**src/rtl/config_readback.sv**
```systemverilog
// rtl/config_readback.sv - serial configuration chain readback into valid/ready words
//
// Optional feature macro: READBACK_LOOPBACK_EN (recirculate sampled bits for non-destructive readback)
//
// Ports:
//   clk, reset                 clock, synchronous active-high reset
//   start, target              1-cycle readback request, chain select (0=CLB 1=SB 2=CB 3=reserved)
//   bit_out_clb/sb/cb          serial outputs of the three chains
//   shift_en_clb/sb/cb         advance the selected chain on this edge
//   bit_in_clb/sb/cb           bit shifted into the chain tail
//   word_data/valid/ready/last packed LSB-first readback words, last qualifies final word
//   busy, done, err            activity flag, completion pulse, reserved-target pulse
module config_readback #(
    parameter int WORD_W   = 8,
    parameter int CLB_BITS = 296,
    parameter int SB_BITS  = 384,
    parameter int CB_BITS  = 104
) (
    input  logic              clk,
    input  logic              reset,
    input  logic              start,
    input  logic [1:0]        target,
    input  logic              bit_out_clb,
    input  logic              bit_out_sb,
    input  logic              bit_out_cb,
    output logic              shift_en_clb,
    output logic              shift_en_sb,
    output logic              shift_en_cb,
    output logic              bit_in_clb,
    output logic              bit_in_sb,
    output logic              bit_in_cb,
    output logic [WORD_W-1:0] word_data,
    output logic              word_valid,
    input  logic              word_ready,
    output logic              word_last,
    output logic              busy,
    output logic              done,
    output logic              err
);
    localparam int IW = (WORD_W > 1) ? $clog2(WORD_W) : 1;

    typedef enum logic [1:0] {S_IDLE, S_SHIFT, S_DRAIN, S_DONE} state_t;

    state_t            state, state_nx;
    logic [1:0]        sel;
    logic [15:0]       len, cnt, len_sel;
    logic [IW-1:0]     widx;
    logic [WORD_W-1:0] asm_q, out_q, next_word;
    logic              out_v, out_l, err_q;
    logic              sample_bit, last_bit, word_end, accept, stall, shift, req_ok;

    always_comb begin
        sample_bit = 1'b0;
        case (sel)
            2'd0:    sample_bit = bit_out_clb;
            2'd1:    sample_bit = bit_out_sb;
            default: sample_bit = bit_out_cb;
        endcase

        len_sel = 16'(CB_BITS);
        if (target == 2'd0)      len_sel = 16'(CLB_BITS);
        else if (target == 2'd1) len_sel = 16'(SB_BITS);

        req_ok    = (state == S_IDLE) && start && (target != 2'd3);
        last_bit  = (cnt + 16'd1 == len);
        word_end  = (widx == IW'(WORD_W - 1)) || last_bit;
        accept    = out_v && word_ready;
        // Hold the chain rather than overwrite a word the consumer has not taken yet.
        stall     = word_end && out_v && !word_ready;
        shift     = (state == S_SHIFT) && !stall && !reset;

        next_word       = asm_q;
        next_word[widx] = sample_bit;

        state_nx = state;
        busy     = 1'b0;
        done     = 1'b0;
        case (state)
            S_IDLE:  if (req_ok) state_nx = S_SHIFT;
            S_SHIFT: begin
                busy = 1'b1;
                if (shift && last_bit) state_nx = S_DRAIN;
            end
            S_DRAIN: begin
                busy = 1'b1;
                if (accept && out_l) state_nx = S_DONE;
            end
            S_DONE:  begin
                done     = 1'b1;
                state_nx = S_IDLE;
            end
            default: state_nx = S_IDLE;
        endcase
    end

    always_ff @(posedge clk) begin
        if (reset) begin
            state <= S_IDLE;
            sel   <= 2'd0;
            len   <= 16'd0;
            cnt   <= 16'd0;
            widx  <= '0;
            asm_q <= '0;
            out_q <= '0;
            out_v <= 1'b0;
            out_l <= 1'b0;
            err_q <= 1'b0;
        end else begin
            state <= state_nx;
            err_q <= (state == S_IDLE) && start && (target == 2'd3);
            if (req_ok) begin
                sel   <= target;
                len   <= len_sel;
                cnt   <= 16'd0;
                widx  <= '0;
                asm_q <= '0;
            end
            if (shift) begin
                cnt <= cnt + 16'd1;
                if (word_end) begin
                    // Clearing the assembly register zero-pads a short final word.
                    out_q <= next_word;
                    out_l <= last_bit;
                    asm_q <= '0;
                    widx  <= '0;
                end else begin
                    asm_q <= next_word;
                    widx  <= widx + IW'(1);
                end
            end
            if (shift && word_end) begin
                out_v <= 1'b1;
            end else if (accept) begin
                out_v <= 1'b0;
                out_l <= 1'b0;
            end
        end
    end

    assign shift_en_clb = shift && (sel == 2'd0);
    assign shift_en_sb  = shift && (sel == 2'd1);
    assign shift_en_cb  = shift && (sel == 2'd2);
    assign word_data    = out_q;
    assign word_valid   = out_v;
    assign word_last    = out_l;
    assign err          = err_q;

`ifdef READBACK_LOOPBACK_EN
    // Feeding each sampled bit back into the tail restores the chain after LEN shifts.
    assign bit_in_clb = shift_en_clb && bit_out_clb;
    assign bit_in_sb  = shift_en_sb  && bit_out_sb;
    assign bit_in_cb  = shift_en_cb  && bit_out_cb;
`else
    assign bit_in_clb = 1'b0;
    assign bit_in_sb  = 1'b0;
    assign bit_in_cb  = 1'b0;
`endif
endmodule

```
**config.mk**
```make
export PLATFORM = sky130hd
export DESIGN_NAME = config_readback
export DESIGN_NICKNAME = d
export VERILOG_FILES = /design/src/rtl/config_readback.sv
export SDC_FILE = /design/constraint.sdc
export NUM_CORES = 1
export LEC_CHECK = 0
export CAP_MARGIN = 20
export CORE_ASPECT_RATIO = 2
export CORE_MARGIN = 4
export CORE_UTILIZATION = 60
export CTS_CLUSTER_DIAMETER = 60
export DETAILED_ROUTE_END_ITERATION = 8
export PLACE_DENSITY = 0.92
export SLEW_MARGIN = 25
export SYNTH_ARGS = -nofsm -noshare
export SYNTH_HDL_FRONTEND = slang
export SYNTH_SLANG_ARGS = --single-unit
export TNS_END_PERCENT = 50
```
**constraint.sdc**
```tcl
create_clock -name clk -period 8.7 [get_ports clk]
set_input_delay 1.74 -clock clk [delete_from_list [all_inputs] [get_ports clk]]
set_output_delay 1.74 -clock clk [all_outputs]
set_load 0.01 [all_outputs]
```
==> flow_summary.yaml, run 1 <==
run_status:
  status: "finished clean"
synth:
  seq_area_frac_synth_pct: 33.18
  netlist_instances: 327
  synth.avg_cell_area_um2: 8.487
  synth-simple-area-share_pct: 25.70
  ys_types: 59
  synth_compound_area_share_pct: 21.60
  synth_top_family_by_area: "simple AND/OR/NAND/NOR gates"
  ys.flop_type: "dfxtp_1"
  synth_xor_area_share_pct: 3.472
  netlist_area_um2: 2775
  yosys_warnings: 0
  synthMuxAreaShare_pct: 5.185
  synth_edf_count: 0
  ys_seq_elements: 46
  synth_adder_area_share_pct: 3.156
  async_flop_share_pct: 0
power_and_ir_drop:
  p_per_area_nw_per_um2: 185.1
  p_leak_nw: 1.078
  ir_drop_uv: 167.9
global_route:
  grt_max_degree: 26
  overflow: 0
  grt_pass1_wl_mm: 11.23
  antenna_found_initial: 0
  grt_use_total_pct: 23.55
  grt_pass1_vias: 2429
setup_path:
  r2r-start: "cnt[1]$_SDFFE_PP0P_"
  r2r_end: "cnt[8]$_SDFFE_PP0P_"
  start_kind: "input pin"
  critPathCaptureType: "output pin"
  cp.required_ns: 6.96
  crit_arrival_ns: 4.37
  reg2regPathDepth: 8
  ff2ff_setup_slack_ns: 5.02
  cp_max_fo: 25
  worstSetupPathType: "input pin to output pin"
clocking:
  clkSlewWorstSetupHoldPaths_ns: 0.08
  root_buffer: "clkbuf_8"
  htree_levels: 2
  clk_latency_ns: 0.30
  cts_buffers: 5
  ctsHoldBuffers: 0
  cts_resized: 0
  cts_setup_buffers: 0
  clock_sinks: 46
  cts.path.max_buffers: 2
  cts_tree: "yes"
placement:
  routabilityCongestion: 0.8415
  numPortBuffers: 24
  dp_hpwl_mm: 4.892
min_path:
  hold_end: "asm_q[0]$_SDFFE_PP0P_"
  whs_path_depth: 1
  holdCritStartpoint: "asm_q[0]$_SDFFE_PP0P_"
  hold_path.class: "register to register"
routing:
  routedWlPerCell_um: 17.42
  routed_via_density: 6.380
  drt_iter0_markers: 115
  drtAntennaViolNets: 0
  routed_wl_mm: 6.776
  drc: 0
  vias: 2482
  drtPass1Iterations: 4
sta:
  fmax_mhz: 163.6
  setup_viol: 0
  hold_violations: 0
  slew_violations: 0
  finalCritPeriodShare_pct: 70.24
  period_minus_slack_ns: 6.111
  tightest_slew_ns: 1.007
  max-slew-margin-rel_pct: 32.68
  rsz0062_at_grt: "false"
  fin_worst_skew_ns: 0.009891
  finalSetupTns_ns: 0
floorplan:
  fp.dieH_um: 104.2
  rows: 34
  start_util_pct: 62.73
  core_um2: 4424
  die-width_um: 56.09
  die-area_um2: 5843
  ios: 28
flow_run:
  cap_violations: 0
cells_and_area:
  final_layout_size_suffix_gt1_share_pct: 8.657
  layout.nets: 350
  antenna_cells: 0
  fin_util_pct: 68.83
  syn_to_final_growth_pct: 9.738
==> cells by family (layout without fill, tap and decap cells) <==
kind of cell | count (synthesis) | after routing
other cells | 1 | 3
flops | 46 | 46
compound gates | 72 | 72
simple gates | 137 | 137
fa+ha+maj | 7 | 7
buf+inv | 39 | 45
mux | 14 | 14
xor+xnor | 11 | 11
==> worst max-delay path: stages <==
cell             delay (ns)
clkdlybuf4s50_1        0.40
buf_4                  0.22
inv_1                  0.30
nand2_1                0.42
a21oi_4                0.49
nor3b_2                0.24
clkdlybuf4s50_1        0.55
==> worst max path at each step <==
stage / from / endpoint / slack [ns] / depth (start not counted)
floorplan: reset / shift_en_clb / 4.28 / 6
global placement: reset / shift_en_clb / 2.69 / 7
detailed placement: reset / shift_en_clb / 2.65 / 7
CTS: reset / shift_en_clb / 2.63 / 7
global route: cnt[1]$_SDFFE_PP0P_ / shift_en_cb / 2.48 / 9
finish: reset / shift_en_clb / 2.59 / 7
==> power breakdown <==
part	total [mW]	internal, mW	switching (mW)	leakage, nW
Clock	0.157	0.0846	0.0722	0.0579
Combinational	0.159	0.0627	0.0966	0.648
Sequential	0.248	0.226	0.0221	0.372
Total	0.564	0.373	0.191	1.08
==> cell type report <==
class / instances / area [um2]
Clock buffer: 5 / 68.82
Clock inverter: 3 / 40.04
Fill cell: 361 / 1379
Inverter: 11 / 41.29
Multi-Input combinational cell: 244 / 1652
Sequential cell: 46 / 920.9
Tap cell: 54 / 67.56
Timing Repair Buffer: 26 / 255.2
==> cell usage in the layout, fill, tap and decap left out, types with 7 or more instances in the layout <==
cell type,instances
mux2i_1,11
ha_1,7
dfxtp_1,46
a21oi_1,8
nand3_1,20
nand2_1,32
xnor2_1,9
nor2_1,33
inv_1,10
o21ai_0,13
a22o_1,15
clkdlybuf4s50_1,24
nor3_1,10
==> registers in the layout (all words and copies together) (netlist names), 2 cells and up <==
register,count
cnt,16
word_data,8
len,4
asm_q,8
sel,2
state,2
widx,3
==> synth_stat cells, types with 5 or more instances <==
cell | n | area share [%]
a221o_1 | 5 | 1.8
buf_4 | 10 | 2.7
nor2_1 | 33 | 4.5
nand2_1 | 32 | 4.3
clkbuf_1 | 10 | 1.4
o21ai_0 | 13 | 2.3
a21oi_1 | 8 | 1.4
nand3_1 | 20 | 3.6
mux2i_1 | 11 | 4.0
xnor2_1 | 9 | 2.8
inv_1 | 10 | 1.4
dfxtp_1 | 46 | 33
ha_1 | 7 | 3.2
nor3_1 | 10 | 1.8
a22o_1 | 15 | 4.7
==> per-stage QoR <==
| stage | hold WS, ns | total power, mW | instance area (um2) | instances | setup WS [ns] |
|---|---|---|---|---|---|
| finish | 0.4843 | 0.5637 | 3045 | 389 | 2.589 |
| global route | 0.4964 | 0.5904 | 3045 | 389 | 2.480 |
| CTS | 0.4766 | 0.5612 | 3045 | 389 | 2.633 |
| detailed placement | 0.4594 | 0.4074 | 2937 | 381 | 2.645 |
| global placement | 0.4526 | 0.4020 | 2937 | 381 | 2.690 |
| floorplan | 0.4484 | 0.3710 | 2783 | 329 | 4.283 |
==> routing by layer <==
metal / vias to the layer above / track usage, % / share of wire (%)
li1: 1188 / - / -
met1: 1186 / 24.11 / 35
met2: 82 / 44.30 / 56
met3: 26 / 3.602 / 3.6
met4: 0 / 11.71 / 4.8
met5: - / 0 / 0
Note: power is estimated with default switching activity, not from simulation.
==> run 2: changes to the inputs <==
Settings changed: CORE_UTILIZATION 60 to 51, PLACE_DENSITY 0.92 to 0.85.
Clock period 8.7 ns to 5.3 ns, I/O delays scaled along.
==> flow_summary.yaml, run 2 (synthesized netlist as in run 1, its figures left out) <==
run_status:
  status: "finished clean"
global_route:
  antenna_found_initial: 0
  grt_pass1_vias: 2417
  grt_max_degree: 25
  overflow: 0
  grt_pass1_wl_mm: 11.27
  grt_use_total_pct: 21.69
sta:
  fmax_mhz: 206.8
  tightest_slew_ns: 0.9711
  finalCritPeriodShare_pct: 91.23
  rsz0062_at_grt: "false"
  period_minus_slack_ns: 4.835
  max-slew-margin-rel_pct: 35.05
  finalSetupTns_ns: 0
  fin_worst_skew_ns: 0.009008
  hold_violations: 0
  slew_violations: 0
  setup_viol: 0
setup_path:
  cp_max_fo: 14
  worstSetupPathType: "register to output pin"
  crit_arrival_ns: 3.77
  cp.required_ns: 4.24
  start_kind: "register"
  critPathCaptureType: "output pin"
clocking:
  cts_resized: 0
  clkSlewWorstSetupHoldPaths_ns: 0.09
  cts_setup_buffers: 0
  cts.path.max_buffers: 2
  clk_latency_ns: 0.31
  cts_buffers: 5
  root_buffer: "clkbuf_8"
  cts_tree: "yes"
  ctsHoldBuffers: 0
  clock_sinks: 46
  htree_levels: 2
placement:
  routabilityCongestion: 0.8193
  dp_hpwl_mm: 4.921
  placed_area_um2: 2949
  numPortBuffers: 24
cells_and_area:
  layout.nets: 351
  largest_register_ffs: 16
  fin_util_pct: 59.00
  design_area_um2: 3087
  antenna_cells: 0
  most-common-layout-cells: "dfxtp_1, nor2_1, nand2_1, clkdlybuf4s50_1, nand3_1"
  final_layout_size_suffix_gt1_share_pct: 8.929
  regMostFlops: "cnt"
  fill_cells: 478
  syn_to_final_growth_pct: 11.23
  layout_commonest_cell: "dfxtp_1"
routing:
  drc: 0
  routed_via_density: 6.226
  drtAntennaViolNets: 0
  drt_iter0_markers: 91
  vias: 2453
  routedWlPerCell_um: 17.04
  drtPass1Iterations: 4
  routed_wl_mm: 6.715
power_and_ir_drop:
  p_leak_nw: 1.094
  finalPower_mw: 0.9807
  ir_drop_uv: 340.0
  p_per_area_nw_per_um2: 317.7
floorplan:
  ios: 28
  fp.dieH_um: 112.3
  rows: 37
  die-width_um: 60.16
  die-area_um2: 6757
  core_um2: 5231
  start_util_pct: 53.05
min_path:
  hold_path.class: "register to register"
flow_run:
  cap_violations: 0
run 2: changes by cell type in the layout (fill, tap and decap cells not counted), sizes merged:
cell and change:
buf +1, bufinv +1, clkinv -1
run 2: power by group:
part	switching [mW]	leakage, nW	internal (mW)
Clock	0.124	0.0683	0.189
Combinational	0.156	0.653	0.103
Sequential	0.0379	0.372	0.370
Total	0.318	1.09	0.662
run 2: per-stage QoR:
| step | setup slack, ns | std cells | hold slack, ns |
|---|---|---|---|
| after global placement | 0.7617 | 386 | 0.4490 |
| final | 0.4650 | 394 | 0.4664 |
| after CTS | 0.4667 | 394 | 0.4689 |
| after detailed placement | 0.7295 | 386 | 0.4540 |
| after global routing | 0.2226 | 394 | 0.5090 |
| after floorplan | 1.572 | 329 | 0.4484 |
run 2: worst paths after layout:
| check | startpoint | endpoint | slack [ns] | cells past startpoint |
|---|---|---|---|---|
| worst min-delay path | word_data[5]$_SDFFE_PP0P_ | word_data[5]$_SDFFE_PP0P_ | 0.47 | 2 |
| worst min register to register | word_data[5]$_SDFFE_PP0P_ | word_data[5]$_SDFFE_PP0P_ | 0.47 | 2 |
| worst max-delay path | cnt[1]$_SDFFE_PP0P_ | shift_en_clb | 0.47 | 9 |
| worst max register to register | cnt[1]$_SDFFE_PP0P_ | widx[0]$_SDFFE_PP0P_ | 1.76 | 8 |
run 2: cell type report:
type	count	area, um2	area share (%)
sequential	46	920.9	29.83
clock buffer	5	68.82	2.229
multi-input combinational	244	1652	53.51
clock inverter	3	68.82	2.229
timing repair buffer	27	262.8	8.512
tap	58	72.57	2.351
inverter	11	41.29	1.338
run 2: worst max-delay path, stage by stage, from the launching register on:
cell,delay (ns)
dfxtp_1,0.42
ha_1,0.28
nand4_1,0.18
nor4_1,0.69
mux2i_1,0.36
a221oi_4,0.09
a31o_1,0.29
a21oi_4,0.37
nor3b_2,0.24
clkdlybuf4s50_1,0.55
run 2: per-layer routing:
metal / vias to the layer above / share of wire [%] / track usage [%]
met5: - / 0 / 0
met4: 0 / 6.7 / 13.76
met3: 30 / 3.4 / 3.797
met1: 1159 / 35 / 21.05
li1: 1195 / - / -
met2: 69 / 55 / 39.31
==> run 3: changes to the inputs <==
--- a/config.mk
+++ b/config.mk
@@ -12,4 +12,5 @@
 export CTS_CLUSTER_DIAMETER = 60
 export DETAILED_ROUTE_END_ITERATION = 8
+export GPL_TIMING_DRIVEN = 1
 export PLACE_DENSITY = 0.85
 export SLEW_MARGIN = 25
==> constraint.sdc (replaced) <==
create_clock -name clk -period 5.3 [get_ports clk]
set_input_delay 1.06 -clock clk [delete_from_list [all_inputs] [get_ports clk]]
set_output_delay 1.06 -clock clk [all_outputs]
set_load 0.02 [all_outputs]
==> flow_summary.yaml, run 3 (synthesized netlist as in run 1, its figures left out) <==
floorplan:
  rows: 37
  start_util_pct: 53.05
  die-area_um2: 6757
  die-width_um: 60.16
  ios: 28
  fp.dieH_um: 112.3
  core_um2: 5231
clocking:
  cts_setup_buffers: 0
  root_buffer: "clkbuf_8"
  clk_latency_ns: 0.30
  cts_tree: "yes"
  clkSlewWorstSetupHoldPaths_ns: 0.09
  ctsHoldBuffers: 0
  cts.path.max_buffers: 2
  htree_levels: 2
  cts_resized: 0
  cts_buffers: 5
  clock_sinks: 46
placement:
  routabilityCongestion: 0.8286
  numPortBuffers: 24
  dp_hpwl_mm: 4.913
sta:
  tightest_slew_ns: 0.9859
  finalCritPeriodShare_pct: 92.33
  slew_violations: 0
  rsz0062_at_grt: "false"
  fmax_mhz: 204.3
  fin_hold_ws_ns: 0.4723
  max-slew-margin-rel_pct: 34.06
  finalSetupTns_ns: 0
  period_minus_slack_ns: 4.894
  fin_worst_skew_ns: 0.006545
  setup_viol: 0
  hold_violations: 0
routing:
  routed_via_density: 6.293
  routedWlPerCell_um: 17.04
  routed_wl_mm: 6.747
  drc: 0
  drtPass1Iterations: 4
  vias: 2492
  drt_iter0_markers: 84
  drtAntennaViolNets: 0
cells_and_area:
  layout_commonest_cell: "dfxtp_1"
  regMostFlops: "cnt"
  final_layout_size_suffix_gt1_share_pct: 9.172
  largest_register_ffs: 16
  syn_to_final_growth_pct: 10.78
  multi_input_area_um2: 1652
  layout.nets: 353
  fill_cells: 457
  antenna_cells: 0
  seqCellArea_um2: 920.9
  most-common-layout-cells: "dfxtp_1, nor2_1, nand2_1, clkdlybuf4s50_1, nand3_1"
setup_path:
  cp.required_ns: 4.24
  cp_max_fo: 14
  crit_arrival_ns: 3.83
  critPathTopFamily: "simple AND/OR/NAND/NOR gates"
  start_kind: "register"
  worstSetupPathType: "register to output pin"
  critPathBufInv: 1
  r2r_end: "widx[0]$_SDFFE_PP0P_"
  reg2regPathDepth: 8
  r2r-start: "cnt[0]$_SDFFE_PP0P_"
  critPathCaptureType: "output pin"
  cp_slowest_cell: "nor4_1"
  path_cells: "ha_1 -> nand4_1 -> nor4_1 -> mux2i_1 -> a221oi_4 -> a31o_1 -> a21oi_4 -> nor3b_2 -> clkdlybuf4s50_1"
  crit_start: "cnt[0]$_SDFFE_PP0P_"
  ff2ff_setup_slack_ns: 1.77
  slowest_delay_ns: 0.67
power_and_ir_drop:
  p_per_area_nw_per_um2: 305.1
  ir_drop_uv: 232.9
  p_leak_nw: 1.087
global_route:
  grt_pass1_wl_mm: 11.71
  grt_use_total_pct: 21.81
  grt_pass1_vias: 2525
  antenna_found_initial: 0
  overflow: 0
  grt_max_degree: 25
min_path:
  hold_path.class: "register to register"
  hold_end: "word_data[4]$_SDFFE_PP0P_"
  holdCritStartpoint: "word_data[4]$_SDFFE_PP0P_"
  whs_path_depth: 2
flow_run:
  cap_violations: 0
run_status:
  status: "finished clean"
run 3: area by class of cell:
type | count | area share, %
well taps | 58 | 2.361
clock inverters | 2 | 1.221
flip-flops and latches | 46 | 29.96
inverters | 11 | 1.343
multi-input cells | 244 | 53.72
clock buffers | 6 | 2.361
repair buffers | 29 | 9.035
run 3: layer usage:
layer | GRT usage [%] | part of all wire (%) | vias up | routed length, um
li1 | - | - | 1200 | -
met1 | 22.87 | 37 | 1202 | 2467
met3 | 2.647 | 2.5 | 23 | 168
met5 | 0 | 0 | - | 0
met2 | 38.95 | 56 | 67 | 3779
met4 | 13.02 | 4.9 | 0 | 332
run 3: how the worst max path moves through the flow:
stage | endpoint | slack (ns) | depth (start not counted)
after detailed placement | shift_en_clb | 0.77 | 7
after global routing | shift_en_clb | 0.16 | 9
after CTS | shift_en_clb | 0.42 | 9
final | shift_en_clb | 0.41 | 9
after global placement | shift_en_clb | 0.84 | 7
after floorplan | shift_en_clb | 1.46 | 10
run 3: stage by stage:
stage                     area [um2]  power (mW)  setup WS (ns)  utilization [%]  instances
after floorplan                 2783      0.6179          1.459                -        329
after global placement          2964      0.6753         0.8423            56.66        388
after detailed placement        2964      0.6816         0.7745            56.66        388
after CTS                       3074      0.9458         0.4184            58.77        396
after global routing            3074      0.9892         0.1633            58.77        396
final                           3074      0.9381         0.4064            58.77        396
run 3: power breakdown:
group	total (mW)	internal, mW	switching, mW
combinational	0.270	0.104	0.166
clock	0.261	0.141	0.120
sequential	0.407	0.370	0.0368
total	0.938	0.615	0.323
run 3: tightest hold or removal path: stages, from the launching register on:
cell     delay [ns]
dfxtp_1        0.32
nand2_1        0.05
o21ai_0        0.06
